`config.mk`:
```
export PLATFORM = sky130hd
export DESIGN_NAME = sync_fifo_param
export DESIGN_NICKNAME = d
export VERILOG_FILES = /design/src/rtl/sync_fifo_param.sv
export SDC_FILE = /design/constraint.sdc
export NUM_CORES = 1
export LEC_CHECK = 0
export CAP_MARGIN = 10
export CORE_MARGIN = 2
export CORE_UTILIZATION = 55
export DETAILED_ROUTE_END_ITERATION = 16
export PLACE_DENSITY = 0.77
export SYNTH_ARGS = -nofsm -noshare
export SYNTH_HDL_FRONTEND = slang
export SYNTH_SLANG_ARGS = --single-unit
```
`constraint.sdc`:
```
create_clock -name clk -period 4.1 [get_ports clk]
set_clock_uncertainty 0.15 [all_clocks]
set_input_delay 0.82 -clock clk [delete_from_list [all_inputs] [get_ports clk]]
set_output_delay 0.82 -clock clk [all_outputs]
set_load 0.01 [all_outputs]
```
`src/rtl/sync_fifo_param.sv`:
```
// Parametrised single-clock FIFO with occupancy count, threshold flags, a
// read-valid strobe, sticky overflow/underflow flags and a synchronous flush.
module sync_fifo_param #(
  parameter int DATA_WIDTH = 8,
  parameter int DEPTH      = 16,
  parameter int AF_LEVEL   = 12,
  parameter int AE_LEVEL   = 4,
  localparam int CW        = $clog2(DEPTH + 1)
) (
  input  logic                  clk,
  input  logic                  rst_n,
  input  logic                  clear,
  input  logic                  writesignal,
  input  logic [DATA_WIDTH-1:0] data_in,
  input  logic                  readsignal,
  output logic [DATA_WIDTH-1:0] data_out,
  output logic                  data_valid,
  output logic                  full,
  output logic                  empty,
  output logic                  almost_full,
  output logic                  almost_empty,
  output logic [CW-1:0]         count,
  output logic                  overflow,
  output logic                  underflow
);

  localparam int PW = $clog2(DEPTH);

  logic [DATA_WIDTH-1:0] mem_r [DEPTH];
  logic [PW-1:0]         wptr_r;
  logic [PW-1:0]         rptr_r;
  logic [CW-1:0]         count_r;
  logic [DATA_WIDTH-1:0] data_out_r;
  logic                  data_valid_r;
  logic                  overflow_r;
  logic                  underflow_r;
  logic                  full_s;
  logic                  empty_s;
  logic                  wr_acc_s;
  logic                  rd_acc_s;

  // Explicit wrap so non-power-of-two depths never touch a slot >= DEPTH.
  function automatic logic [PW-1:0] ptr_inc(input logic [PW-1:0] ptr);
    logic [PW-1:0] nxt;
    if (ptr == PW'(DEPTH - 1)) begin
      nxt = '0;
    end else begin
      nxt = ptr + PW'(1);
    end
    return nxt;
  endfunction

  // Status flags and acceptance decode from the pre-edge occupancy.
  always_comb begin
    full_s   = (count_r == CW'(DEPTH));
    empty_s  = (count_r == '0);
    wr_acc_s = writesignal & (~full_s | readsignal);
    rd_acc_s = readsignal & ~empty_s;
  end

  // Storage array; deliberately not reset.
  always_ff @(posedge clk) begin
    if (wr_acc_s && !clear) begin
      mem_r[wptr_r] <= data_in;
    end
  end

  // Pointers, occupancy, read data and sticky error state.
  always_ff @(posedge clk or negedge rst_n) begin
    if (!rst_n) begin
      wptr_r       <= '0;
      rptr_r       <= '0;
      count_r      <= '0;
      data_out_r   <= '0;
      data_valid_r <= 1'b0;
      overflow_r   <= 1'b0;
      underflow_r  <= 1'b0;
    end else if (clear) begin
      wptr_r       <= '0;
      rptr_r       <= '0;
      count_r      <= '0;
      data_valid_r <= 1'b0;
      overflow_r   <= 1'b0;
      underflow_r  <= 1'b0;
    end else begin
      if (wr_acc_s) begin
        wptr_r <= ptr_inc(wptr_r);
      end
      if (rd_acc_s) begin
        rptr_r     <= ptr_inc(rptr_r);
        data_out_r <= mem_r[rptr_r];
      end
      case ({wr_acc_s, rd_acc_s})
        2'b10:   count_r <= count_r + CW'(1);
        2'b01:   count_r <= count_r - CW'(1);
        default: count_r <= count_r;
      endcase
      data_valid_r <= rd_acc_s;
      overflow_r   <= overflow_r | (writesignal & full_s & ~readsignal);
      underflow_r  <= underflow_r | (readsignal & empty_s);
    end
  end

  assign data_out     = data_out_r;
  assign data_valid   = data_valid_r;
  assign count        = count_r;
  assign overflow     = overflow_r;
  assign underflow    = underflow_r;
  assign full         = full_s;
  assign empty        = empty_s;
  assign almost_full  = (count_r >= CW'(AF_LEVEL));
  assign almost_empty = (count_r <= CW'(AE_LEVEL));

endmodule

```
==> summary.md <==
| Metric | Value |
|---|---|
| Total grt overflow | 0 |
| Pin count of the biggest net entering global routing | 36 |
| Placed insts | 537 |
| Syn_area_per_cell | approximately 17 µm² |
| Endpoints failing setup | 0 |
| Worst Setup Path Type | register to primary output |
| Hold Vio Cnt, Final | 0 |
| Layout cell share with drive strength beyond 1 | 0.235 |
| # DRC | 0 |
| Drt via density | about 6.3 |
| Fmax | 0.295 GHz |
| Starting density of the core | 0.563 |
| Filler cells | 768 |
| Crit. End Element | primary output |
| Final #Nets | 433 |
| Worst Tran Pin Value | roughly 0.95 ns |
| Die area | about 13,000 µm² |
| Vias in the first global route | around 3.6k |
| Clock transition at the registers of the reported paths | 0.06 ns |
| WHS Path Cells | 2 |
| Worst setup SP type | register |
| Post-synth EDFFs | 128 |
| Post-CTS Setup Inserts | 0 |
| Min Tclk post-route | approximately 3.4 ns |
| Setup TNS | 0 ns |
| Die Width | roughly 110 µm |
| I/O pin total | 33 |
| CTS sink count | 152 |
| CP startpoint | count[1]$_DFFE_PN0P_ |
| Post-Route Utilization | 0.660 |
| Hold Crit Start | underflow$_DFF_PN0_ |
| Cts repair resizes | 0 |
| Status | finished, final reports clean |
| H-Tree Depth | 4 |
| Port Buf Inserts | 32 |
| Final Routed Wirelength | roughly 13,000 µm |
| Leakage | about 2.5 nW |
| Mapped Cells | 370 |
| Worst rel slew slack | 0.365 |
| Synth Net Count | 390 |
| Maximum vdd drop | approximately 440 µV |
| CTS hold repair buffers | 0 |
| Sequential area share after synthesis | 0.695 |
| Std cell rows | 39 |
| Critical Path RT | 3.13 ns |
| Initial antenna violation count | 0 |
| Maximum buffer depth of the clock tree | 2 |
| RSZ-0062 raised after global routing | no |
| Drt wl/cell | approximately 23 µm |
| Routed Antenna Nets | 0 |
| Global placer's final weighted congestion | 0.945 |
| CTS Buf Count | 17 |
| CTS root buf | clkbuf_16 |
| Core Footprint | 11,400 µm² |
| Post-DP HPWL | 8090 µm |
| Die Ht | between 100 and 150 µm |
| Distinct cells, synth | between 40 and 50 |
| P&R area growth vs syn | 17.2% |
| R2R Path Start | count[4]$_DFFE_PN0P_ |
| CTS tree | done |
| Peak per-stage delay on the critical path | about 0.7 ns |
| Worst R2R Path Depth | 7 |
| Post-route insts no fill | roughly 570 |
| Synth Flop Type | edfxtp_1 |
| Fin crit share | 0.827 |
| CP max stage cell | or4_4 |
| Final Max Tran Viols | 0 |
| First-pass GRT wire length | 19,800 µm |
| Mapped Area | 6400 µm² |
| Yosys warns | 0 |
| PwrDens | between 500 and 600 nW/µm² |
| Async SR Flop Fraction | 0.158 |
| Pre-CTS WS | 0.701 ns |
| Setup WS post-layout | 0.711 ns |
| Multi-input gate area in the final layout | approximately 1800 µm² |
| Flops & latches, synth | 152 |
| Crit-path cells | or4_4 > nor2_1 > clkdlybuf4s50_1 |
| MaxCap Viol Count | 0 |
| Max Fanout on Critical Path | 18 |
| 1st-iter DRT viols | 436 |
| GRT Util Overall | 0.215 |
| Number of diodes | 0 |
| TritonRoute pass-1 iters | 5 |
| Clk Latency, worst-skew pair | 0.42 ns |
| Crit path arrival time | 2.42 ns |
| Worst hold path class | register to register |
| Via count | between 3k and 4k |
| Register area | 4450 µm² |
-- power by group --
group | total, mW | switching (mW) | internal, mW
Combinational | 0.989 | 0.491 | 0.497
Clock | 1.57 | 0.610 | 0.956
Sequential | 1.92 | 0.154 | 1.76
-- cells in the final DEF, fill, tap and decap left out, types with 3 or more instances in the layout --
| cell type | n |
|---|---|
| edfxtp_1 | 128 |
| ha_1 | 7 |
| nor3_1 | 7 |
| nor4_1 | 7 |
| clkinvlp_4 | 5 |
| clkbuf_16 | 17 |
| mux4_2 | 32 |
| o21ai_0 | 11 |
| and2_1 | 5 |
| nand2_1 | 10 |
| mux2_2 | 9 |
| buf_4 | 15 |
| clkdlybuf4s50_1 | 32 |
| dfrtp_1 | 23 |
| o22ai_1 | 19 |
| nor2_1 | 12 |
| or3_1 | 3 |
| nand3_1 | 4 |
| a21oi_1 | 18 |
| inv_1 | 11 |
| nand2b_1 | 4 |
| bufinv_16 | 3 |
| a31oi_1 | 3 |
-- cells in the mapped netlist, types with 2 or more instances --
cell	n	area (µm²)
o21ai_0	11	55.1
buf_2	9	45.0
mux2i_1	2	20.0
mux4_2	32	721
o211ai_1	2	15.0
a31oi_1	3	18.8
dfrtp_1	24	601
or2_2	2	12.5
buf_6	2	22.5
nand4_1	2	12.5
clkbuf_1	10	37.5
a21oi_1	18	90.1
nor4_1	7	43.8
inv_1	11	41.3
a311o_1	2	20.0
nor2b_1	2	12.5
edfxtp_1	128	3840
buf_1	2	7.51
nand2b_1	4	25.0
or3_1	3	18.8
mux2_2	9	101
nand3_1	4	20.0
nor2_1	12	45.0
and2_1	5	31.3
ha_1	7	87.6
nor3_1	7	35.0
or4_4	2	22.5
nand2_1	10	37.5
nor3b_2	2	25.0
o22ai_1	19	119
-- area by class of cell --
cell class,count,area share
Clock buffer,17,0.0567
Clock inverter,15,0.0235
Inverter,11,0.00550
Multi-Input combinational cell,184,0.240
Sequential cell,152,0.593
Tap cell,143,0.0239
Timing Repair Buffer,47,0.0577
-- per-layer routing --
layer | vias up | share of wire | global-route usage
li1 | 1585 | - | -
met1 | 1802 | 0.40 | 0.272
met2 | 149 | 0.51 | 0.362
met3 | 31 | 0.061 | 0.0484
met4 | 0 | 0.028 | 0.0889
met5 | - | 0 | 0
-- logic make-up after synthesis --
| kind of cell | after synthesis | synth area share |
|---|---|---|
| flops | 152 | 0.695 |
| xor+xnor | 1 | 0.00137 |
| mux | 43 | 0.132 |
| simple gates | 67 | 0.0602 |
| compound gates | 66 | 0.0745 |
| buf+inv | 34 | 0.0241 |
| fa+ha+maj | 7 | 0.0137 |
-- critical path, delay by kind of cell, from the launching register on --
family                 cells  cell delay, ns
DFF                        1            0.60
and+or+nand+nor            2            0.83
buffers and inverters      1            0.56
-- stage by stage --
stage               hold slack [ns]  cell area (µm²)  power, mW
finish                        0.348             7500       4.47
global route                  0.391             7500       4.63
CTS                           0.355             7500       4.49
detailed placement            0.342             6900       2.92
global placement              0.342             6900       2.90
floorplan                     0.367             6400       2.57
-- flip-flops by register name, indices dropped and copies added (netlist names) --
signal      cells
data_out        8
underflow       1
mem_r         128
data_valid      1
rptr_r          4
wptr_r          4
count           5
overflow        1
-- final timing paths --
kind,to,slack [ns]
worst max-delay path,full,0.71
worst min-delay path,underflow$_DFF_PN0_,0.35
worst max register to register,count[2]$_DFFE_PN0P_,1.13
worst min register to register,underflow$_DFF_PN0_,0.35
max in group asynchronous,rptr_r[1]$_DFFE_PN0P_,2.37
min in group asynchronous,underflow$_DFF_PN0_,0.78
(Power assumes the default switching activity.)
